$ cat src/rtl/cv_gen_seq_pkg.sv
// Shared mode encodings and default sequence table for cv_gen_seq_prm.
package cv_gen_seq_pkg;

  localparam logic [1:0] MODE_UP   = 2'b00;
  localparam logic [1:0] MODE_DN   = 2'b01;
  localparam logic [1:0] MODE_PP   = 2'b10;
  localparam logic [1:0] MODE_HOLD = 2'b11;

  localparam logic DIR_UP = 1'b0;
  localparam logic DIR_DN = 1'b1;

  // Reflected Gray code of i; callers truncate to the value width.
  function automatic logic [31:0] gray_default(input logic [31:0] i);
    return i ^ (i >> 1);
  endfunction

endpackage

$ cat src/rtl/cv_seq_table.sv
// Sequence table: Gray-code ROM, or a writable register file when
// CV_GEN_SEQ_TABLE_WR_EN is defined.
module cv_seq_table
  import cv_gen_seq_pkg::*;
#(
  parameter int WIDTH = 4,
  parameter int DEPTH = 16,
  parameter int IDX_W = 4
) (
  input  logic             clk,
  input  logic             rst,
  input  logic             wr_en,
  input  logic [IDX_W-1:0] wr_addr,
  input  logic [WIDTH-1:0] wr_dat,
  input  logic [IDX_W-1:0] rd_addr,
  output logic [WIDTH-1:0] rd_dat
);

`ifdef CV_GEN_SEQ_TABLE_WR_EN

  logic [WIDTH-1:0] mem [DEPTH];

  always_ff @(posedge clk) begin
    if (rst) begin
      for (int i = 0; i < DEPTH; i++)
        mem[i] <= WIDTH'(gray_default(32'(i)));
    end else if (wr_en && (32'(wr_addr) < 32'(DEPTH))) begin
      mem[wr_addr] <= wr_dat;
    end
  end

  assign rd_dat = mem[rd_addr];

`else

  logic unused_wr;

  assign rd_dat = WIDTH'(gray_default(32'(rd_addr)));
  assign unused_wr = ^{clk, rst, wr_en, wr_addr, wr_dat};

`endif

endmodule

$ cat src/rtl/cv_gen_seq_prm.sv
// Windowed index sequencer (up/down/ping-pong/hold) over a value table.
// Table writes are enabled by defining CV_GEN_SEQ_TABLE_WR_EN.
module cv_gen_seq_prm
  import cv_gen_seq_pkg::*;
#(
  parameter int WIDTH = 4,
  parameter int DEPTH = 16,
  localparam int IDX_W = $clog2(DEPTH)
) (
  input  logic             CLK,
  input  logic             RST,
  input  logic             STEP,
  input  logic             LOAD,
  input  logic [1:0]       MODE,
  input  logic [IDX_W-1:0] DAT_I,
  input  logic [IDX_W-1:0] LO,
  input  logic [IDX_W-1:0] HI,
  input  logic             WR_EN,
  input  logic [IDX_W-1:0] WR_ADDR,
  input  logic [WIDTH-1:0] WR_DAT,
  output logic [IDX_W-1:0] NOM,
  output logic [WIDTH-1:0] SEQ,
  output logic             WRAP
);

  localparam logic [IDX_W-1:0] MAX_IDX = IDX_W'(DEPTH - 1);

  logic [IDX_W-1:0] nom;
  logic             dir;
  logic             wrap;

  logic             full_win;
  logic [IDX_W-1:0] lo_eff;
  logic [IDX_W-1:0] hi_eff;
  logic             in_win;
  logic             ld_in_win;
  logic [IDX_W-1:0] nom_ld;
  logic [IDX_W-1:0] nom_st;
  logic             dir_st;
  logic             wrap_st;

  // An inverted or oversized window falls back to the whole table.
  assign full_win  = (LO > HI) || (HI > MAX_IDX);
  assign lo_eff    = full_win ? '0 : LO;
  assign hi_eff    = full_win ? MAX_IDX : HI;
  assign in_win    = (nom >= lo_eff) && (nom <= hi_eff);
  assign ld_in_win = (DAT_I >= lo_eff) && (DAT_I <= hi_eff);
  assign nom_ld    = ld_in_win ? DAT_I : lo_eff;

  always_comb begin
    nom_st  = nom;
    dir_st  = dir;
    wrap_st = 1'b0;
    unique case (MODE)
      MODE_UP: begin
        if (!in_win || nom == hi_eff) begin
          nom_st  = lo_eff;
          wrap_st = 1'b1;
        end else begin
          nom_st = nom + 1'b1;
        end
      end
      MODE_DN: begin
        if (!in_win || nom == lo_eff) begin
          nom_st  = hi_eff;
          wrap_st = 1'b1;
        end else begin
          nom_st = nom - 1'b1;
        end
      end
      MODE_PP: begin
        if (!in_win) begin
          nom_st  = lo_eff;
          dir_st  = DIR_UP;
          wrap_st = 1'b1;
        end else if (lo_eff == hi_eff) begin
          wrap_st = 1'b1;
        end else if (dir == DIR_UP) begin
          if (nom == hi_eff) begin
            nom_st  = nom - 1'b1;
            dir_st  = DIR_DN;
            wrap_st = 1'b1;
          end else begin
            nom_st = nom + 1'b1;
          end
        end else begin
          if (nom == lo_eff) begin
            nom_st  = nom + 1'b1;
            dir_st  = DIR_UP;
            wrap_st = 1'b1;
          end else begin
            nom_st = nom - 1'b1;
          end
        end
      end
      MODE_HOLD: begin
        nom_st = nom;
      end
    endcase
  end

  always_ff @(posedge CLK) begin
    if (RST) begin
      nom  <= '0;
      dir  <= DIR_UP;
      wrap <= 1'b0;
    end else if (LOAD) begin
      nom  <= nom_ld;
      dir  <= DIR_UP;
      wrap <= 1'b0;
    end else if (STEP) begin
      nom  <= nom_st;
      dir  <= dir_st;
      wrap <= wrap_st;
    end else begin
      wrap <= 1'b0;
    end
  end

  assign NOM  = nom;
  assign WRAP = wrap;

  cv_seq_table #(
    .WIDTH (WIDTH),
    .DEPTH (DEPTH),
    .IDX_W (IDX_W)
  ) u_table (
    .clk     (CLK),
    .rst     (RST),
    .wr_en   (WR_EN),
    .wr_addr (WR_ADDR),
    .wr_dat  (WR_DAT),
    .rd_addr (nom),
    .rd_dat  (SEQ)
  );

endmodule

$ cat config.mk
export PLATFORM = sky130hd
export DESIGN_NAME = cv_gen_seq_prm
export DESIGN_NICKNAME = d
export VERILOG_FILES = /design/src/rtl/cv_gen_seq_pkg.sv /design/src/rtl/cv_seq_table.sv /design/src/rtl/cv_gen_seq_prm.sv
export SDC_FILE = /design/constraint.sdc
export NUM_CORES = 1
export LEC_CHECK = 0
export CAP_MARGIN = 10
export CORE_MARGIN = 2
export CORE_UTILIZATION = 56
export DETAILED_ROUTE_END_ITERATION = 8
export GPL_ROUTABILITY_DRIVEN = 1
export PLACE_DENSITY = 0.88
export SLEW_MARGIN = 20
export SYNTH_ARGS = -nofsm -noshare
export SYNTH_HDL_FRONTEND = slang
export SYNTH_SLANG_ARGS = --single-unit
$ cat constraint.sdc
create_clock -name CLK -period 13.7 [get_ports CLK]
set_clock_uncertainty 0.2 [all_clocks]
set_input_delay 2.74 -clock CLK [delete_from_list [all_inputs] [get_ports CLK]]
set_output_delay 2.74 -clock CLK [all_outputs]
set_load 0.01 [all_outputs]
==> impl_metrics.xml, run 1 <==
<?xml version="1.0" encoding="UTF-8"?>
<metrics>
  <group name="pwr">
    <metric name="power.density_cell_area" unit="nW/um^2">81.4</metric>
    <metric name="cellLeakagePower" unit="nW">0.791</metric>
    <metric name="power" unit="W">0.000156</metric>
    <metric name="power.ir.vdd_worst" unit="mV">0.0765</metric>
  </group>
  <group name="clocking">
    <metric name="cts_tree" unit="">yes</metric>
    <metric name="htree_num_levels" unit="">1</metric>
    <metric name="number_of_gates_resized_after_cts" unit="">0</metric>
    <metric name="register_clock_pin_slew_on_the_reported_worst_setup_and_hold_paths" unit="ns">0.05</metric>
    <metric name="post-cts-setup-buffer-count" unit="">0</metric>
    <metric name="cts_hold_repair.buffers" unit="">0</metric>
    <metric name="clkLatencyLatePin" unit="ns">0.27</metric>
    <metric name="cts_num_sinks" unit="">6</metric>
    <metric name="clockBufferDepth" unit="">2</metric>
    <metric name="clockRootBuffer" unit="">sky130_fd_sc_hd__clkbuf_4</metric>
    <metric name="cts_made_buffers" unit="">3</metric>
  </group>
  <group name="timing">
    <metric name="max_freq" unit="MHz">131</metric>
    <metric name="fin_crit_sh" unit="">0.559</metric>
    <metric name="slew_violations" unit="">0</metric>
    <metric name="totalNegativeSetupSlack" unit="ns">0</metric>
    <metric name="timing_worst_slew_pin_value" unit="ns">0.692</metric>
    <metric name="postLayoutSetupSlackWorst" unit="ns">6.05</metric>
    <metric name="post-route-min-period" unit="ns">7.65</metric>
    <metric name="worst_slew_margin_rel" unit="">0.539</metric>
    <metric name="hold_slack" unit="ns">0.504</metric>
    <metric name="final-hold-violation-count" unit="">0</metric>
    <metric name="grt_setup_unrepaired" unit="">false</metric>
    <metric name="setup_viol" unit="">0</metric>
  </group>
  <group name="critical_path">
    <metric name="critical_path.startpoint_type" unit="">input port</metric>
    <metric name="cp_data_arrival_time" unit="ns">7.59</metric>
    <metric name="worstSetupPathType" unit="">input port to register</metric>
    <metric name="critical_path.endpoint_type" unit="">register</metric>
    <metric name="required" unit="ns">13.64</metric>
    <metric name="worst_path_maximum_fanout" unit="">11</metric>
  </group>
  <group name="routing">
    <metric name="post_drt_wl_per_cell" unit="um">15.9</metric>
    <metric name="wirelength" unit="um">4300</metric>
    <metric name="drt_pre_antenna_iters" unit="">5</metric>
    <metric name="drt.antenna.violating_nets" unit="">0</metric>
    <metric name="detail_route.drc_violations" unit="">0</metric>
    <metric name="vias" unit="">1737</metric>
    <metric name="via_per_inst" unit="">6.41</metric>
    <metric name="drt_first_iter_violations" unit="">108</metric>
  </group>
  <group name="placed_design">
    <metric name="buffers_added_on_ports" unit="">26</metric>
    <metric name="dp.final_hpwl" unit="um">3490</metric>
    <metric name="inst_count_dp" unit="">268</metric>
    <metric name="placement.setup.worst_slack" unit="ns">5.89</metric>
    <metric name="place.gp.congestion" unit="">0.926</metric>
  </group>
  <group name="floorplan">
    <metric name="die-width" unit="um">58.2</metric>
    <metric name="top_level_ports" unit="">36</metric>
    <metric name="die-area" unit="sq um">3390</metric>
    <metric name="row_count" unit="">19</metric>
    <metric name="core-area" unit="sq um">2780</metric>
    <metric name="initial_core_util" unit="">0.591</metric>
    <metric name="fp.dieH" unit="um">58.2</metric>
  </group>
  <group name="final_layout">
    <metric name="drive_above_1_share" unit="">0.0708</metric>
    <metric name="syn_to_final_growth" unit="%">16.8</metric>
    <metric name="final-instance-count-excl-fill" unit="">271</metric>
    <metric name="footprint_of_the_flip_flops_and_latches" unit="sq um">120</metric>
    <metric name="multiInputGateArea" unit="sq um">1410</metric>
    <metric name="fin_nets" unit="">295</metric>
    <metric name="num-fill-cells" unit="">244</metric>
    <metric name="antenna_cells_inserted" unit="">0</metric>
  </group>
  <group name="global_route">
    <metric name="grt_start_max_net_pins" unit="">13</metric>
    <metric name="grt_remaining_overflow" unit="">0</metric>
    <metric name="antenna_found_initial" unit="">0</metric>
    <metric name="grt_pass1_vias" unit="">1621</metric>
    <metric name="total_global_routing_track_utilization" unit="">0.275</metric>
    <metric name="first_pass_grt_wire_length" unit="um">7200</metric>
  </group>
  <group name="yosys">
    <metric name="synthesis.instances" unit="">221</metric>
    <metric name="synth-seq-area-share" unit="">0.0731</metric>
    <metric name="mappedNetlistArea" unit="sq um">1640</metric>
    <metric name="synth-edff-count" unit="">0</metric>
    <metric name="synth-main-ff-cell" unit="">sky130_fd_sc_hd__dfxtp_1</metric>
    <metric name="yosysWarnings" unit="">0</metric>
    <metric name="synth.net_count" unit="">274</metric>
    <metric name="yosys.cell_types.count" unit="">58</metric>
    <metric name="synthesized_area_divided_by_synthesized_cell_count" unit="sq um">7.44</metric>
    <metric name="asyncSetResetFlopFracSynth" unit="">0</metric>
    <metric name="ys_ff_latch" unit="">6</metric>
  </group>
  <group name="hold_path">
    <metric name="worst_hold_path_type" unit="">register to register</metric>
  </group>
  <group name="outcome">
    <metric name="status" unit="">finished clean</metric>
  </group>
  <group name="run">
    <metric name="drv_cap" unit="">0</metric>
  </group>
</metrics>
-- flip-flops by register name (all words and copies together), names as in the netlist --
name	flops
NOM	4
WRAP	1
dir	1
-- metrics by stage --
step | utilization | instance area, sq um
CTS | 0.691 | 1920
floorplan | - | 1640
detailed placement | 0.682 | 1900
global route | 0.691 | 1920
global placement | 0.682 | 1900
finish | 0.691 | 1920
-- cells in the mapped netlist (2+ instances only) --
cell type	number	share of area
sky130_fd_sc_hd__nand2_1	20	0.046
sky130_fd_sc_hd__nor2b_1	2	0.0076
sky130_fd_sc_hd__a211oi_2	3	0.023
sky130_fd_sc_hd__nand4_1	2	0.0076
sky130_fd_sc_hd__o211ai_1	8	0.037
sky130_fd_sc_hd__inv_1	19	0.043
sky130_fd_sc_hd__o21a_1	3	0.014
sky130_fd_sc_hd__nand3_1	9	0.027
sky130_fd_sc_hd__and2_1	7	0.027
sky130_fd_sc_hd__a211oi_1	5	0.023
sky130_fd_sc_hd__and3_1	3	0.011
sky130_fd_sc_hd__nor2_1	12	0.027
sky130_fd_sc_hd__mux2i_1	4	0.024
sky130_fd_sc_hd__xor2_1	2	0.011
sky130_fd_sc_hd__nor3_1	2	0.0061
sky130_fd_sc_hd__nand2b_1	4	0.015
sky130_fd_sc_hd__ha_1	26	0.20
sky130_fd_sc_hd__o32ai_1	2	0.011
sky130_fd_sc_hd__o21ai_0	6	0.018
sky130_fd_sc_hd__a21o_1	5	0.023
sky130_fd_sc_hd__o41ai_1	2	0.011
sky130_fd_sc_hd__buf_2	3	0.0091
sky130_fd_sc_hd__o221ai_1	3	0.016
sky130_fd_sc_hd__xnor2_1	11	0.059
sky130_fd_sc_hd__dfxtp_1	6	0.073
sky130_fd_sc_hd__o21ai_1	4	0.012
sky130_fd_sc_hd__a21oi_1	11	0.033
sky130_fd_sc_hd__nor4_1	2	0.0076
sky130_fd_sc_hd__o31ai_1	2	0.0091
sky130_fd_sc_hd__clkbuf_1	5	0.011
-- routing by layer --
| metal | GRT usage | share of wire | up-vias |
|---|---|---|---|
| met1 | 0.370 | 0.43 | 794 |
| met2 | 0.438 | 0.47 | 75 |
| li1 | - | - | 859 |
| met3 | 0.0469 | 0.078 | 9 |
| met4 | 0.103 | 0.019 | 0 |
| met5 | 0 | 0 | - |
-- power breakdown --
group / total (W) / leakage [nW] / internal, W / switching (W)
clock: 0.0000180 / 0.0138 / 0.0000100 / 0.00000796
sequential: 0.0000244 / 0.0494 / 0.0000192 / 0.00000512
combinational: 0.000114 / 0.728 / 0.0000497 / 0.0000642
total: 0.000156 / 0.791 / 0.0000790 / 0.0000773
-- area by class of cell --
| type | count | share of cell area |
|---|---|---|
| multi-input combinational | 186 | 0.733 |
| timing repair buffer | 26 | 0.136 |
| sequential | 6 | 0.0625 |
| inverter | 19 | 0.0371 |
| tap | 31 | 0.0202 |
| clock buffer | 3 | 0.0117 |
-- path summary, 6_finish.rpt --
check	start	end	slack (ns)	depth (start not counted)
worst max-delay path	HI[2]	NOM[3]	6.05	16
worst min-delay path	dir	dir	0.50	2
worst max register to register	NOM[2]	NOM[3]	10.17	9
worst min register to register	dir	dir	0.50	2
-- logic make-up after synthesis --
| kind of cell | synth area share |
|---|---|
| buffers and inverters | 0.0708 |
| adders and majority gates | 0.205 |
| xor gates and xnor gates | 0.0693 |
| and+or+nand+nor | 0.249 |
| DFF | 0.0731 |
| AOI/OAI and AO/OA | 0.302 |
| muxes | 0.0312 |
-- critical path, stage by stage --
cell and delay (ns):
sky130_fd_sc_hd__clkdlybuf4s50_1 0.66, sky130_fd_sc_hd__inv_1 0.14, sky130_fd_sc_hd__ha_1 0.35, sky130_fd_sc_hd__nand4_1 0.35, sky130_fd_sc_hd__o21ai_1 0.44, sky130_fd_sc_hd__and2_1 0.28, sky130_fd_sc_hd__inv_1 0.11, sky130_fd_sc_hd__ha_1 0.29
sky130_fd_sc_hd__and3_1 0.22, sky130_fd_sc_hd__a221oi_1 0.63, sky130_fd_sc_hd__a211oi_2 0.20, sky130_fd_sc_hd__o211ai_1 0.25, sky130_fd_sc_hd__nand2_2 0.17, sky130_fd_sc_hd__o311a_1 0.33, sky130_fd_sc_hd__nor4_1 0.29, sky130_fd_sc_hd__o32ai_1 0.12
-- placed cells by master (no fill, tap or decap), types with 2 or more instances in the layout --
| master | n |
|---|---|
| sky130_fd_sc_hd__nor3_1 | 2 |
| sky130_fd_sc_hd__nand4_1 | 2 |
| sky130_fd_sc_hd__and3_1 | 3 |
| sky130_fd_sc_hd__o21a_1 | 3 |
| sky130_fd_sc_hd__a21o_1 | 5 |
| sky130_fd_sc_hd__dfxtp_1 | 6 |
| sky130_fd_sc_hd__clkbuf_4 | 3 |
| sky130_fd_sc_hd__nand3_1 | 9 |
| sky130_fd_sc_hd__a211oi_1 | 5 |
| sky130_fd_sc_hd__mux2i_1 | 4 |
| sky130_fd_sc_hd__ha_1 | 26 |
| sky130_fd_sc_hd__o21ai_0 | 6 |
| sky130_fd_sc_hd__o21ai_1 | 4 |
| sky130_fd_sc_hd__o211ai_1 | 8 |
| sky130_fd_sc_hd__a211oi_2 | 3 |
| sky130_fd_sc_hd__inv_1 | 19 |
| sky130_fd_sc_hd__clkdlybuf4s50_1 | 26 |
| sky130_fd_sc_hd__nand2b_1 | 4 |
| sky130_fd_sc_hd__nor2_1 | 12 |
| sky130_fd_sc_hd__o32ai_1 | 2 |
| sky130_fd_sc_hd__nand2_1 | 20 |
| sky130_fd_sc_hd__o41ai_1 | 2 |
| sky130_fd_sc_hd__xor2_1 | 2 |
| sky130_fd_sc_hd__o221ai_1 | 3 |
| sky130_fd_sc_hd__a21oi_1 | 11 |
| sky130_fd_sc_hd__and2_1 | 7 |
| sky130_fd_sc_hd__nor4_1 | 2 |
| sky130_fd_sc_hd__o31ai_1 | 2 |
| sky130_fd_sc_hd__xnor2_1 | 11 |
| sky130_fd_sc_hd__nor2b_1 | 2 |
Power figures use the tool's default switching activity.
==> run 2, diff against run 1 <==
CORE_UTILIZATION = 47   (was 56)
PLACE_DENSITY = 0.79   (was 0.88)
clock period = 7 ns   (was 13.7 ns; I/O delays follow)
==> run 2 against run 1 <==
Effect of this change:
- non-clock buffer count grew 2
- via count shrank 1.8%
- largest cell class unchanged
- sequential power grew 95%
- setup slack lost 5.1 ns
- register-to-register slack lost 6.7 ns
- largest power group unchanged
- critical endpoint is now NOM[2]
- critical path depth is the same
- clock power grew 75%
==> impl_metrics.xml, run 2 (synthesized netlist as in run 1, its figures left out) <==
<?xml version="1.0" encoding="UTF-8"?>
<metrics>
  <group name="outcome">
    <metric name="status" unit="">finished clean</metric>
  </group>
  <group name="global_route">
    <metric name="grt_pass1_vias" unit="">1593</metric>
    <metric name="grt_start_max_net_pins" unit="">13</metric>
    <metric name="total_global_routing_track_utilization" unit="">0.220</metric>
    <metric name="grt_remaining_overflow" unit="">0</metric>
    <metric name="antenna_found_initial" unit="">0</metric>
    <metric name="first_pass_grt_wire_length" unit="um">7160</metric>
  </group>
  <group name="floorplan">
    <metric name="die-width" unit="um">63.1</metric>
    <metric name="fp.dieH" unit="um">63.1</metric>
    <metric name="die-area" unit="sq um">3990</metric>
    <metric name="initial_core_util" unit="">0.493</metric>
    <metric name="row_count" unit="">21</metric>
    <metric name="top_level_ports" unit="">36</metric>
    <metric name="core-area" unit="sq um">3340</metric>
  </group>
  <group name="timing">
    <metric name="totalNegativeSetupSlack" unit="ns">0</metric>
    <metric name="max_freq" unit="MHz">165</metric>
    <metric name="grt_setup_unrepaired" unit="">false</metric>
    <metric name="timing_worst_slew_pin_value" unit="ns">0.749</metric>
    <metric name="final-hold-violation-count" unit="">0</metric>
    <metric name="post-route-min-period" unit="ns">6.08</metric>
    <metric name="slew_violations" unit="">0</metric>
    <metric name="worst_slew_margin_rel" unit="">0.500</metric>
    <metric name="setup_viol" unit="">0</metric>
    <metric name="fin_crit_sh" unit="">0.868</metric>
  </group>
  <group name="routing">
    <metric name="vias" unit="">1706</metric>
    <metric name="via_per_inst" unit="">5.92</metric>
    <metric name="met1Wirelength" unit="um">1980</metric>
    <metric name="drt_pre_antenna_iters" unit="">4</metric>
    <metric name="detail_route.drc_violations" unit="">0</metric>
    <metric name="post_drt_wl_per_cell" unit="um">14.7</metric>
    <metric name="wire_length_on_met3" unit="um">308</metric>
    <metric name="met2_wirelength" unit="um">1890</metric>
    <metric name="drt.antenna.violating_nets" unit="">0</metric>
    <metric name="wirelength" unit="um">4240</metric>
    <metric name="drt_first_iter_violations" unit="">101</metric>
    <metric name="highest_metal_layer_with_signal_wires" unit="">met4</metric>
  </group>
  <group name="final_layout">
    <metric name="num-fill-cells" unit="">334</metric>
    <metric name="final_cell_mix" unit="">26 x sky130_fd_sc_hd__ha_1, 26 x sky130_fd_sc_hd__clkdlybuf4s50_1, 20 x sky130_fd_sc_hd__nand2_1, 19 x sky130_fd_sc_hd__inv_1, 12 x sky130_fd_sc_hd__nor2_1</metric>
    <metric name="post-route-util" unit="">0.586</metric>
    <metric name="antenna_cells_inserted" unit="">0</metric>
    <metric name="drive_above_1_share" unit="">0.0785</metric>
    <metric name="syn_to_final_growth" unit="%">18.9</metric>
    <metric name="largest_register_ffs" unit="">4</metric>
    <metric name="final-instance-count-excl-fill" unit="">288</metric>
    <metric name="fin_nets" unit="">297</metric>
  </group>
  <group name="clocking">
    <metric name="register_clock_pin_slew_on_the_reported_worst_setup_and_hold_paths" unit="ns">0.05</metric>
    <metric name="clockBufferDepth" unit="">2</metric>
    <metric name="post-cts-setup-buffer-count" unit="">0</metric>
    <metric name="cts_hold_repair.buffers" unit="">0</metric>
    <metric name="clockRootBuffer" unit="">sky130_fd_sc_hd__clkbuf_4</metric>
    <metric name="clkLatencyLatePin" unit="ns">0.24</metric>
    <metric name="number_of_gates_resized_after_cts" unit="">0</metric>
    <metric name="cts_made_buffers" unit="">3</metric>
    <metric name="htree_num_levels" unit="">1</metric>
    <metric name="cts_tree" unit="">yes</metric>
    <metric name="cts_num_sinks" unit="">6</metric>
  </group>
  <group name="pwr">
    <metric name="cellLeakagePower" unit="nW">0.800</metric>
    <metric name="power.ir.vdd_worst" unit="mV">0.0630</metric>
    <metric name="power.density_cell_area" unit="nW/um^2">154</metric>
    <metric name="power" unit="W">0.000302</metric>
  </group>
  <group name="critical_path">
    <metric name="rr_startpoint" unit="">NOM[2]</metric>
    <metric name="worst_path_maximum_fanout" unit="">9</metric>
    <metric name="required" unit="ns">6.92</metric>
    <metric name="endpoint" unit="">NOM[2]</metric>
    <metric name="worstSetupPathType" unit="">input port to register</metric>
    <metric name="ff2ff_setup_slack" unit="ns">3.47</metric>
    <metric name="critical_path.startpoint_type" unit="">input port</metric>
    <metric name="crit_path_start" unit="">HI[2]</metric>
    <metric name="r2r_end" unit="">NOM[2]</metric>
    <metric name="cp_data_arrival_time" unit="ns">6.00</metric>
    <metric name="rr_worst_depth" unit="">9</metric>
    <metric name="critical_path.endpoint_type" unit="">register</metric>
  </group>
  <group name="placed_design">
    <metric name="buffers_added_on_ports" unit="">26</metric>
    <metric name="inst_count_dp" unit="">285</metric>
    <metric name="place.gp.congestion" unit="">0.931</metric>
    <metric name="dp.final_hpwl" unit="um">3500</metric>
  </group>
  <group name="hold_path">
    <metric name="timing.hold.worst.start" unit="">dir</metric>
    <metric name="worst_hold_path_type" unit="">register to register</metric>
  </group>
  <group name="run">
    <metric name="drv_cap" unit="">0</metric>
  </group>
</metrics>
[run 2: changes by cell type in the layout (fill, tap and decap cells not counted), sizes merged]
cell	previous run	this run
buf	0	2
[run 2: final cells by class]
cell class | count | area (sq um) | area share
Sequential cell | 6 | 120 | 0.0615
Tap cell | 46 | 57.6 | 0.0294
Multi-Input combinational cell | 186 | 1410 | 0.720
Inverter | 19 | 71.3 | 0.0365
Timing Repair Buffer | 28 | 275 | 0.141
Clock buffer | 3 | 22.5 | 0.0115
[run 2: worst min-delay path by stage]
stage,end,slack [ns],cells after the start
3_5_place_dp,dir,0.50,2
6_report,dir,0.51,2
3_3_place_gp,dir,0.49,2
2_1_floorplan,dir,0.45,2
5_1_grt,dir,0.54,2
4_1_cts,dir,0.50,2
[run 2: layer usage]
layer | vias to the layer above | track usage
met5 | - | 0
met4 | 0 | 0.0444
met3 | 5 | 0.0357
met2 | 64 | 0.367
met1 | 773 | 0.296
li1 | 864 | -
[run 2: report_power, final]
part	total [W]	switching [W]	internal, W
Sequential	0.0000477	0.0000100	0.0000377
Clock	0.0000315	0.0000121	0.0000194
Combinational	0.000222	0.000124	0.0000979
[run 2: through the flow]
stage	hold WS (ns)	worst slack (ns)	cell area, sq um
detailed placement	0.498	0.776	1930
finish	0.509	0.924	1950
global placement	0.486	0.807	1930
CTS	0.504	1.02	1950
global route	0.539	0.676	1950
floorplan	0.451	1.65	1640
[run 2: worst max-delay path: stages]
cell and delay (ns):
sky130_fd_sc_hd__clkdlybuf4s50_1 0.64, sky130_fd_sc_hd__inv_1 0.14, sky130_fd_sc_hd__ha_1 0.36, sky130_fd_sc_hd__o211a_4 0.18
sky130_fd_sc_hd__o21ai_1 0.37, sky130_fd_sc_hd__and2_1 0.26, sky130_fd_sc_hd__inv_1 0.10, sky130_fd_sc_hd__ha_1 0.29
sky130_fd_sc_hd__and3_1 0.23, sky130_fd_sc_hd__a221oi_1 0.68, sky130_fd_sc_hd__a211oi_2 0.19, sky130_fd_sc_hd__o21a_1 0.21
sky130_fd_sc_hd__o21ai_1 0.19, sky130_fd_sc_hd__or4b_1 0.46, sky130_fd_sc_hd__a211oi_1 0.20, sky130_fd_sc_hd__nor3_1 0.09
